### src/rtl/uart_tx_buffer_pkg.sv
// Shared UART definitions: transmitter FSM encodings, default baud divider and frame helpers.
// The receiver path imports the same package so both sides agree on encodings and timing.
package uart_tx_buffer_pkg;

  // 50 MHz system clock / 9600 baud
  localparam int unsigned DefaultBaudDiv = 5208;
  localparam int unsigned DataBits       = 8;

  typedef enum logic [2:0] {
    StIdle,
    StStart,
    StData,
    StParity,
    StStop
  } tx_state_e;

  // Even parity: the parity bit makes the total count of ones even
  function automatic logic even_parity(input logic [7:0] b);
    return ^b;
  endfunction

endpackage

### src/rtl/tx_fifo.sv
// Byte FIFO feeding the UART transmitter.
// Pointers wrap modulo DEPTH; full and empty come from the occupancy count alone.
module tx_fifo #(
  parameter int unsigned DEPTH = 4
) (
  input  logic                     CLK,
  input  logic                     RST,
  input  logic                     push,
  input  logic                     pop,
  input  logic [7:0]               din,
  output logic [7:0]               dout,
  output logic [$clog2(DEPTH):0]   count,
  output logic                     full,
  output logic                     empty
);

  localparam int unsigned AddrW = $clog2(DEPTH);
  localparam int unsigned CntW  = AddrW + 1;

  logic [7:0]       mem_q [DEPTH];
  logic [AddrW-1:0] wr_ptr_q;
  logic [AddrW-1:0] rd_ptr_q;
  logic [CntW-1:0]  count_q;
  logic             push_ok;
  logic             pop_ok;

  // A write into a full FIFO is dropped even if a pop happens in the same cycle
  assign push_ok = push && !full;
  assign pop_ok  = pop && !empty;

  assign count = count_q;
  assign full  = (count_q == CntW'(DEPTH));
  assign empty = (count_q == '0);
  assign dout  = mem_q[rd_ptr_q];

  // Storage array; no reset needed since pointers define which entries are valid
  always_ff @(posedge CLK) begin
    if (!RST && push_ok) begin
      mem_q[wr_ptr_q] <= din;
    end
  end

  // Pointer and occupancy bookkeeping
  always_ff @(posedge CLK) begin
    if (RST) begin
      wr_ptr_q <= '0;
      rd_ptr_q <= '0;
      count_q  <= '0;
    end else begin
      if (push_ok) wr_ptr_q <= wr_ptr_q + AddrW'(1);
      if (pop_ok)  rd_ptr_q <= rd_ptr_q + AddrW'(1);
      unique case ({push_ok, pop_ok})
        2'b10:   count_q <= count_q + CntW'(1);
        2'b01:   count_q <= count_q - CntW'(1);
        default: count_q <= count_q;
      endcase
    end
  end

endmodule

### src/rtl/uart_tx_buffer.sv
// Buffered UART transmitter: a small byte FIFO drained by an 8N1/8E1 serializer.
// Frames are sent back-to-back while the FIFO has data; TX and busy are registered.
module uart_tx_buffer
  import uart_tx_buffer_pkg::*;
#(
  parameter int unsigned BAUD_DIV = DefaultBaudDiv,
  parameter int unsigned DEPTH    = 4,
  parameter int unsigned PARITY   = 0
) (
  input  logic                   CLK,
  input  logic                   RST,
  input  logic [7:0]             data_in,
  input  logic                   wr_en,
  output logic                   full,
  output logic                   empty,
  output logic [$clog2(DEPTH):0] count,
  output logic                   overflow,
  output logic                   busy,
  output logic                   TX
);

  localparam logic [15:0] BaudLast = 16'(BAUD_DIV - 1);

  tx_state_e   state_q;
  logic [15:0] baud_cnt_q;
  logic [7:0]  shift_q;
  logic [2:0]  bit_idx_q;
  logic        par_q;
  logic        baud_done;
  logic        pop;
  logic [7:0]  fifo_dout;

  assign baud_done = (baud_cnt_q == BaudLast);

  // Pop the head byte when idle, or at the last STOP cycle so the next START follows directly
  assign pop = !empty && ((state_q == StIdle) || ((state_q == StStop) && baud_done));

  tx_fifo #(
    .DEPTH (DEPTH)
  ) u_fifo (
    .CLK   (CLK),
    .RST   (RST),
    .push  (wr_en),
    .pop   (pop),
    .din   (data_in),
    .dout  (fifo_dout),
    .count (count),
    .full  (full),
    .empty (empty)
  );

  // Sticky record of any write dropped because the FIFO was full
  always_ff @(posedge CLK) begin
    if (RST) begin
      overflow <= 1'b0;
    end else if (wr_en && full) begin
      overflow <= 1'b1;
    end
  end

  // Frame FSM with baud timing, shift register and registered line outputs
  always_ff @(posedge CLK) begin
    if (RST) begin
      state_q    <= StIdle;
      baud_cnt_q <= '0;
      shift_q    <= '0;
      bit_idx_q  <= '0;
      par_q      <= 1'b0;
      TX         <= 1'b1;
      busy       <= 1'b0;
    end else begin
      unique case (state_q)
        StIdle: begin
          if (!empty) begin
            shift_q    <= fifo_dout;
            par_q      <= even_parity(fifo_dout);
            baud_cnt_q <= '0;
            TX         <= 1'b0;
            busy       <= 1'b1;
            state_q    <= StStart;
          end
        end
        StStart: begin
          if (baud_done) begin
            baud_cnt_q <= '0;
            TX         <= shift_q[0];
            shift_q    <= {1'b0, shift_q[7:1]};
            bit_idx_q  <= '0;
            state_q    <= StData;
          end else begin
            baud_cnt_q <= baud_cnt_q + 16'd1;
          end
        end
        StData: begin
          if (baud_done) begin
            baud_cnt_q <= '0;
            if (bit_idx_q == 3'(DataBits - 1)) begin
              if (PARITY != 0) begin
                TX      <= par_q;
                state_q <= StParity;
              end else begin
                TX      <= 1'b1;
                state_q <= StStop;
              end
            end else begin
              TX        <= shift_q[0];
              shift_q   <= {1'b0, shift_q[7:1]};
              bit_idx_q <= bit_idx_q + 3'd1;
            end
          end else begin
            baud_cnt_q <= baud_cnt_q + 16'd1;
          end
        end
        StParity: begin
          if (baud_done) begin
            baud_cnt_q <= '0;
            TX         <= 1'b1;
            state_q    <= StStop;
          end else begin
            baud_cnt_q <= baud_cnt_q + 16'd1;
          end
        end
        StStop: begin
          if (baud_done) begin
            baud_cnt_q <= '0;
            if (!empty) begin
              shift_q <= fifo_dout;
              par_q   <= even_parity(fifo_dout);
              TX      <= 1'b0;
              state_q <= StStart;
            end else begin
              busy    <= 1'b0;
              state_q <= StIdle;
            end
          end else begin
            baud_cnt_q <= baud_cnt_q + 16'd1;
          end
        end
        default: begin
          state_q <= StIdle;
          TX      <= 1'b1;
          busy    <= 1'b0;
        end
      endcase
    end
  end

endmodule
### config.mk
export PLATFORM = sky130hd
export DESIGN_NAME = uart_tx_buffer
export DESIGN_NICKNAME = d
export VERILOG_FILES = /design/src/rtl/uart_tx_buffer_pkg.sv /design/src/rtl/tx_fifo.sv /design/src/rtl/uart_tx_buffer.sv
export SDC_FILE = /design/constraint.sdc
export NUM_CORES = 1
export LEC_CHECK = 0
export ABC_AREA = 1
export ABC_CLOCK_PERIOD_IN_PS = 3200
export BUFFER_PORTS_ARGS = -buffer_cell sky130_fd_sc_hd__buf_2
export CAP_MARGIN = 25
export CORE_MARGIN = 2
export CORE_UTILIZATION = 60
export CTS_CLUSTER_SIZE = 8
export DETAILED_ROUTE_END_ITERATION = 10
export PLACE_DENSITY_LB_ADDON = 0.12
export SLEW_MARGIN = 20
export SYNTH_ARGS = -nofsm -noshare
export SYNTH_HDL_FRONTEND = slang
export SYNTH_SLANG_ARGS = --single-unit
### constraint.sdc
create_clock -name CLK -period 3.2 [get_ports CLK]
set_input_delay 0.32 -clock CLK [delete_from_list [all_inputs] [get_ports CLK]]
set_output_delay 0.32 -clock CLK [all_outputs]
set_load 0.1 [all_outputs]
Word level (Yosys, flattened, before mapping). Memory sizes are Yosys's and may differ from the RTL's. A register that Yosys moved wholly into a read port is not among the register bits. Cells that the tools add are included.

Memories: 1. Latch bits: 0. Flip-flop bits (word level): 40. Memory bits (writable): 32. Memory bits (read-only): 0. Bits of input ports: 11.

Memory list: u_fifo.mem_q (words 4, bits a word 8, rd ports 1, clocked after Yosys merged registers in 1, write ports 1, line tx_fifo.sv:20) `logic [7:0] mem_q [DEPTH];`.

$add $sub $neg: 6. Reductions and logical operators: 24. $lt $le $gt $ge: 0. Equality and inequality tests: 17. Div/mod/pow operators: 0. Shift-type cells: 0. Bitwise operators: 1. $mul: 0. Mux-type cells: 37.

Operators by type and width (number): 8-bit 2-to-1 mux (5); 16-bit 2-to-1 mux (2); 16-bit one-hot mux with 2 select lines (1); 8-bit one-hot mux with 4 select lines (1); 3-bit 2-to-1 mux (9); 16-bit by 1-bit adder with 16-bit output (second input constant) (1); 16-bit by 13-bit equality test with 1-bit output (second input constant) (1); 2-bit != test (second input constant) (8); 3-bit one-hot mux with 5 select lines (1); 1-bit 2-to-1 mux (12); 3-bit one-hot mux with 2 select lines (2); 4-bit AND reduction (3); 3-bit equality test (second input constant) (3); 3-bit by 1-bit adder with 3-bit output (second input constant) (2); 3-bit by 2-bit equality test with 1-bit output (second input constant) (2); 1-bit logical AND (6); 3-bit logical NOT (2); 6-bit AND reduction (1); 2-bit nonzero test (3); 1-bit one-hot mux with 5 select lines (1); 5-bit AND reduction (1); 2-bit by 1-bit adder with 2-bit output (second input constant) (2); 2-bit 2-to-1 mux (2); 4-bit nonzero test (1); 11 further kinds (13).

Longest topological paths before layout. Gate-level depths: netlist of run 1.

Depth after elaboration: 7. Mapped depth: 16. Depth with buffers taken out: 16.

By module. A second synthesis of run 1 with hierarchy kept.

Cell total of the unflattened synthesis: 454. Area total of the unflattened synthesis: 3738.6 um2.

Modules (own cells, without submodules): uart_tx_buffer (times used 1, cells each 303, area each 2030.7 um2); tx_fifo (times used 1, cells each 151, area each 1707.9 um2).

Worst setup path after synthesis of run 1. OpenSTA, ideal clock, no wires.

Path type: register -> register. Start: register u_fifo.count_q[2], in the netlist u_fifo.count[2]. End: register u_fifo.count_q[2], in the netlist u_fifo.count[2]. Period minus slack after synthesis: 4.823 ns. Required time: 3.076 ns. Arrival: 4.699 ns. Library setup time: 0.124 ns. Path slack: -1.623 ns. Cell stages (with the launch flop): 12. Path through: dfxtp_1 > inv_1 > nor3_1 > nor2_1 > inv_1 > ha_1 > inv_1 > fa_1 > a21oi_1 > o21ai_0 > o21ai_0 > a21oi_1.

Elaborated cells between the ends (all ways): 13.

RTL lines: start, declared (line tx_fifo.sv:23) `logic [CntW-1:0] count_q;`; start signal, assigned (line tx_fifo.sv:53) `2'b10: count_q <= count_q + CntW'(1);`; start signal, assigned (line tx_fifo.sv:54) `2'b01: count_q <= count_q - CntW'(1);`; start signal, assigned (line tx_fifo.sv:55) `default: count_q <= count_q;`; 3-bit equality test * (line tx_fifo.sv:32) `assign full = (count_q == CntW'(DEPTH));`; named net full (line uart_tx_buffer.sv:14) `output logic full,`; 1-bit logical NOT * (line tx_fifo.sv:28) `assign push_ok = push && !full;`; 1-bit logical AND * (line tx_fifo.sv:28); 2-bit by 1-bit equality test with 1-bit output or 2-bit equality test (tied branches) (line tx_fifo.sv:52) `unique case ({push_ok, pop_ok})`; 3-bit one-hot mux with 2 select lines or 2-bit nonzero test (tied branches).

Mark *: on every way through the listed nets, which the timed path passes. The rest lies on a longest branch. A chain may end at the register's enable or synchronous reset.

Worst setup path in the final report of run 1.
Start: register baud_cnt_q[0]. End: register u_fifo.count_q[2], in the netlist u_fifo.count[2].

Longest elaborated chain between the ends: 7. Elaborated cells between the ends (all ways): 9.

RTL lines: start, declared (line uart_tx_buffer.sv:25) `logic [15:0] baud_cnt_q;`; start signal, assigned (line uart_tx_buffer.sv:91) `baud_cnt_q <= baud_cnt_q + 16'd1;`; start signal, assigned (line uart_tx_buffer.sv:111) `baud_cnt_q <= baud_cnt_q + 16'd1;`; start signal, assigned (line uart_tx_buffer.sv:120) `baud_cnt_q <= baud_cnt_q + 16'd1;`; 16-bit by 13-bit equality test with 1-bit output * (line uart_tx_buffer.sv:33) `assign baud_done = (baud_cnt_q == BaudLast);`; 1-bit logical AND * (line uart_tx_buffer.sv:36) `assign pop = !empty && ((state_q == StIdle) || ((state_q == StStop) && baud_done));`; 1-bit logical OR * (line uart_tx_buffer.sv:36); 1-bit logical AND * (line uart_tx_buffer.sv:36); 1-bit logical AND * (line tx_fifo.sv:29) `assign pop_ok = pop && !empty;`; 2-bit by 1-bit equality test with 1-bit output or 2-bit equality test (tied branches) (line tx_fifo.sv:52); 3-bit one-hot mux with 2 select lines or 2-bit nonzero test (tied branches).

Mark *: on every way between the ends. The rest lies on a longest branch, timed or not.

==> results.cfg, run 1 <==
[sta]
max_freq_mhz = 400
fin_crit_sh = 0.782
rsz0062_at_grt = false
setup_viol = 0
finalSetupTns_ns = 0
clock_skew_ns = 0.00858
slew-limit-headroom = 0.439
min_period_ns = 2.50
slew_violations = 0
hold_viol_final = 0
hold_ws_ns = 0.176
worstMarginPinSlew_ns = 0.839

[cts]
numCtsBuffers = 9
cts_tree = built
root_buffer = clkbuf_8
cts_resized = 0
cts.sinks = 74
clock_latency_ns = 0.36
holdBufCountCts = 0
clockBufferDepth = 2
path_clk_slew_ns = 0.08
cts_htree_levels = 3
postCtsSetupBuffers = 0

[critical_path]
r2r_slack_ns = 0.70
crit_top_cell = nand2_1
cp-end-kind = register
r2r_cells = 16
r2r_end = u_fifo.count[2]
worstPathArrival_ns = 2.74
rr_startpoint = baud_cnt_q[0]
startpoint = baud_cnt_q[0]
crit_family = adder cells
startpoint_type = register
required_ns = 3.44
crit_end = u_fifo.count[2]
critPathKind = register to register
cp_cell_sequence = ha_1 -> nand2_2 -> clkinv_1 -> nand2_1 -> nor2_2 -> nand2_2 -> inv_1 -> nand2_1 -> nand2_1 -> ha_1 -> inv_1 -> fa_1 -> a21oi_1 -> o21ai_0 -> o21ai_0 -> a21oi_1
slowest_delay_ns = 0.38
crit_cells = 16
crit_buf_inv = 3
path_max_fanout = 10
critical-path-slowest-cell = dfxtp_1

[synth]
netlist_area_um2 = 3560
ys_warn_count = 0
syn_nets = 450
synth.distinct_cells = 34
netlist_instances = 430
synth-async-reset-ratio = 0
ys_seq_elements = 74
synth_area_leaders = edfxtp_1 27%, dfxtp_1 24%, nand2_1 8.7%, nor2_1 8.0%, inv_1 5.4%
synth_edf_count = 32
synth.most_common_cell = nand2_1
synth_ff_type = dfxtp_1
syn-mean-instance-area_um2 = 8.29
ys_top_cells_by_count = 83 x nand2_1, 76 x nor2_1, 51 x inv_1, 42 x dfxtp_1, 32 x edfxtp_1
synth_area_leader_cell = edfxtp_1
yosysSeqAreaShare = 0.506
synth_top_area_frac = 0.270

[floorplan]
die_y_um = 81.1
die_w_um = 81.1
ios = 19
dieArea_um2 = 6570
rows = 28
initial_core_util = 0.613
coreArea_um2 = 5820

[hold_path]
hold_path.class = primary input to register

[cells_and_area]
insertedDiodeCount = 0
area_delta_synth_final_pct = 8.81
drive_gt1_frac = 0.156
nets = 471
design_area_um2 = 3880

[detailed_routing]
ant_nets = 0
dr.pass1.iters = 5
via_per_inst = 5.28
wl_per_cell_um = 13.2
vias = 2804
drt_iter0_drc = 179
drt-total-wl_um = 7030
route.detailed.drc = 0

[global_route]
grt_pass1_wl_um = 11500
grtUsageMet2 = 0.393
grt_pass1_vias = 2642
grt_overflow = 0
grtUsageTotal = 0.235
antenna_found_initial = 0
grt-busiest-layer = met2
grt_max_degree = 18
grt_use_met3 = 0.0500
use_met1 = 0.291

[power]
p_leak_uw = 0.00162
intPower_uw = 1790
netSwitchingFraction = 0.468
p_comb_frac = 0.449
clock_power_share = 0.187
peakVddDrop_mv = 0.663
seq_power_share = 0.365
power_switching_uw = 1580
p_per_area_nw_per_um2 = 870

[flow_run]
drv_cap = 0

[place]
post_dp_cell_area_um2 = 3710
dpl.hpwl_um = 4930
port_buffers = 18
place.gp.congestion = 0.852

[status]
status = finished, final reports clean
kinds of logic after synthesis:
logic type	count (synthesis)	synth area share
AO/OA/AOI/OAI	65	0.0976
XOR/XNOR	5	0.0123
flip-flops	74	0.506
adder cells (fa/ha/maj)	9	0.0337
buffers and inverters	66	0.0772
AND/OR/NAND/NOR	211	0.274
worst min path at each step:
stage	startpoint	to	depth (start not counted)
floorplan	RST	baud_cnt_q[0]	1
global placement	overflow	overflow	2
detailed placement	overflow	overflow	2
CTS	data_in[4]	u_fifo.mem_q[1][4]	1
global route	data_in[1]	u_fifo.mem_q[2][1]	1
finish	data_in[4]	u_fifo.mem_q[1][4]	1
layout by cell type, fill, tap and decap left out, types with 6 or more instances in the layout:
cell / Yosys / routed
nand2_1: 83 / 83
edfxtp_1: 32 / 32
nor2_1: 76 / 76
nor2_2: 6 / 6
o22ai_1: 7 / 7
a21oi_1: 20 / 20
nand3_1: 19 / 19
nand2_2: 7 / 7
inv_1: 51 / 51
clkbuf_8: 0 / 9
o21ai_0: 29 / 29
ha_1: 8 / 8
dfxtp_1: 42 / 39
buf_2: 4 / 18
through the flow:
step | power, uW | setup slack, ns | util | std cells
global placement | 2720 | 0.841 | 0.638 | 515
floorplan | 2530 | 0.113 | - | 430
detailed placement | 2750 | 0.730 | 0.638 | 515
finish | 3370 | 0.699 | 0.667 | 531
CTS | 3380 | 0.715 | 0.667 | 531
global route | 3610 | 0.444 | 0.667 | 531
state kept, by name, summed over array words and instances, names as in the netlist, named ones only:
register	cells
bit_idx_q	3
baud_cnt_q	16
u_fifo.wr_ptr_q	2
overflow	1
u_fifo.mem_q	32
state_q	3
shift_q	8
u_fifo.rd_ptr_q	2
u_fifo.count	3
TX	1
busy	1
layout make-up:
type / instances / area (um^2)
clock inverters: 7 / 45.0
inverters: 57 / 214
flip-flops and latches: 74 / 1810
well taps: 75 / 93.8
fillers: 495 / 1940
clock buffers: 9 / 124
multi-input cells: 290 / 1500
repair buffers: 19 / 97.6
routing by layer:
layer / share of wire / wire (um)
met5: 0 / 0
met4: 0.021 / 146
met3: 0.042 / 293
met2: 0.48 / 3380
met1: 0.46 / 3200
power by group through the flow:
stage               combinational (uW)  sequential [uW]  clock [uW]
floorplan                         1120             1410           0
global placement                  1480             1240           0
detailed placement                1500             1250           0
CTS                               1510             1230         643
global route                      1680             1250         676
finish                            1510             1230         630
Note: power is estimated with default switching activity, not from simulation.
==> run 2, diff against run 1 <==
--- a/config.mk
+++ b/config.mk
@@ -6,11 +6,11 @@
 export NUM_CORES = 1
 export LEC_CHECK = 0
 export ABC_AREA = 1
-export ABC_CLOCK_PERIOD_IN_PS = 3200
+export ABC_CLOCK_PERIOD_IN_PS = 2000
 export BUFFER_PORTS_ARGS = -buffer_cell sky130_fd_sc_hd__buf_2
 export CAP_MARGIN = 25
 export CORE_MARGIN = 2
-export CORE_UTILIZATION = 60
+export CORE_UTILIZATION = 55
 export CTS_CLUSTER_SIZE = 8
 export DETAILED_ROUTE_END_ITERATION = 10
 export PLACE_DENSITY_LB_ADDON = 0.12
==> constraint.sdc (replaced) <==
create_clock -name CLK -period 2 [get_ports CLK]
set_input_delay 0.2 -clock CLK [delete_from_list [all_inputs] [get_ports CLK]]
set_output_delay 0.2 -clock CLK [all_outputs]
set_load 0.1 [all_outputs]
==> run 2 against run 1 <==
  * The flow now finishes with violations (negative setup slack)
  * Sequential share of layout area fell by 4.2 points
  * Power grew 74%
  * Worst setup slack lost 0.75 ns
  * Fmax grew 22%
  * Register-to-register slack worse by 0.75 ns
  * Combinational power rose by 94%
  * First-iteration DRC count decreased by 22%
  * Worst hold slack got worse by 0.10 ns
  * Sequential power up 57%
  * Via count increased by 1.7%
  * Routed wire length is 0.44% higher
  * Sequential cell count did not move
  * Critical endpoint unchanged
  * Largest cell class unchanged
  * Largest power group unchanged
==> results.cfg, run 2 (synthesis gave the netlist of run 1 again) <==
[detailed_routing]
drt_iter0_drc = 140
ant_nets = 0
drt-total-wl_um = 7060
vias = 2851
dr.pass1.iters = 4
wl_per_cell_um = 12.3
via_per_inst = 4.95
route.detailed.drc = 0

[cells_and_area]
final_cell_mix = 80 x nand2_1, 74 x nor2_1, 45 x inv_1, 43 x buf_4, 37 x dfxtp_1
stdcell_count = 576
drive_gt1_frac = 0.265
largest_reg_flops = 32
top_regs = u_fifo.mem_q: 32 flops, baud_cnt_q: 16 flops, shift_q: 8 flops
nets = 514
top_register = u_fifo.mem_q
area_delta_synth_final_pct = 20.3
fillers = 528
mostFrequentLayoutCell = nand2_1
insertedDiodeCount = 0

[critical_path]
path_max_fanout = 3
cp_cell_sequence = ha_4 -> nand2_2 -> clkinv_1 -> nand2_2 -> nor2_2 -> nand2_2 -> inv_2 -> nand2_2 -> nand2_2 -> ha_4 -> inv_2 -> fa_2 -> a21oi_2 -> o21ai_2 -> o21ai_1 -> a21oi_1
startpoint_type = register
crit_top_cell = nand2_2
required_ns = 2.23
crit_buf_inv = 3
cp-end-kind = register
critPathKind = register to register
critical-path-slowest-cell = dfxtp_2
slowest_delay_ns = 0.36
crit_family = adder cells
worstPathArrival_ns = 2.28

[place]
port_buffers = 18
dpl.hpwl_um = 5190
place_inst = 557
place.gp.congestion = 0.819

[power]
p_leak_uw = 0.00183
peakVddDrop_mv = 1.33
p_per_area_nw_per_um2 = 1370

[cts]
cts.sinks = 74
clock_latency_ns = 0.34
holdBufCountCts = 0
numCtsBuffers = 9
cts_tree = built
cts_htree_levels = 3
clockBufferDepth = 2
path_clk_slew_ns = 0.08
root_buffer = clkbuf_8

[global_route]
grt_pass1_vias = 2738
grt_pass1_wl_um = 12200
grt_max_degree = 18
grtUsageTotal = 0.215
grt_overflow = 0
antenna_found_initial = 0

[floorplan]
dieArea_um2 = 7140
die_y_um = 84.5
coreArea_um2 = 6310
ios = 19
initial_core_util = 0.564
rows = 29
die_w_um = 84.5

[sta]
max_freq_mhz = 488
min_period_ns = 2.05
hold_viol_final = 0
timing.final.ws_setup_ns = -0.0492
slew-limit-headroom = 0.675
clock_skew_ns = 0.00942
hold_ws_ns = 0.0709
finalSetupTns_ns = -0.0492
worstMarginPinSlew_ns = 0.491
rsz0062_at_grt = true
setup_viol = 1
fin_crit_sh = 1.02
slew_violations = 0

[status]
status = finished with violations
violations = negative setup slack

[hold_path]
hold_path.class = primary input to register

[flow_run]
drv_cap = 0
[run 2: repair_timing]
item	CTS	global route
pin swaps	2	0
resized for setup	9	3
buffers inserted	1	2
setup endpoints to repair	2	2
[run 2: path summary, 6_finish.rpt]
path / startpoint / cells after the start / slack, ns / endpoint
worst max-delay path: baud_cnt_q[1] / 16 / -0.05 / u_fifo.count[2]
worst max register to register: baud_cnt_q[1] / 16 / -0.05 / u_fifo.count[2]
worst min-delay path: data_in[4] / 1 / 0.07 / u_fifo.mem_q[2][4]
worst min register to register: overflow / 2 / 0.45 / overflow
[run 2: metal layers]
layer / GRT usage / up-vias / wire (um)
met5: 0 / - / 0
met4: 0.0693 / 0 / 51
met3: 0.0600 / 4 / 380
met2: 0.336 / 61 / 3290
met1: 0.291 / 1274 / 3340
li1: - / 1512 / -
[run 2: layout make-up]
cell class	count	area, um^2	share of cell area
Clock buffer	10	128	0.0298
Clock inverter	6	43.8	0.0102
Inverter	57	220	0.0514
Multi-Input combinational cell	290	1550	0.362
Sequential cell	74	1820	0.424
Tap cell	77	96.3	0.0225
Timing Repair Buffer	62	433	0.101
[run 2: through the flow]
stage,total power [uW],area (um^2),worst slack [ns],util
2_1_floorplan,4100,3600,-0.687,-
3_3_place_gp,4710,4050,-0.0363,0.641
3_5_place_dp,4780,4050,-0.178,0.641
4_1_cts,5890,4260,-0.0279,0.675
5_1_grt,6330,4290,-0.197,0.679
6_report,5860,4290,-0.0492,0.679
[run 2: power breakdown]
group | internal (uW) | leakage, uW | switching [uW]
Sequential | 1810 | 0.000637 | 120
Clock | 452 | 0.0000749 | 556
Combinational | 960 | 0.00112 | 1970
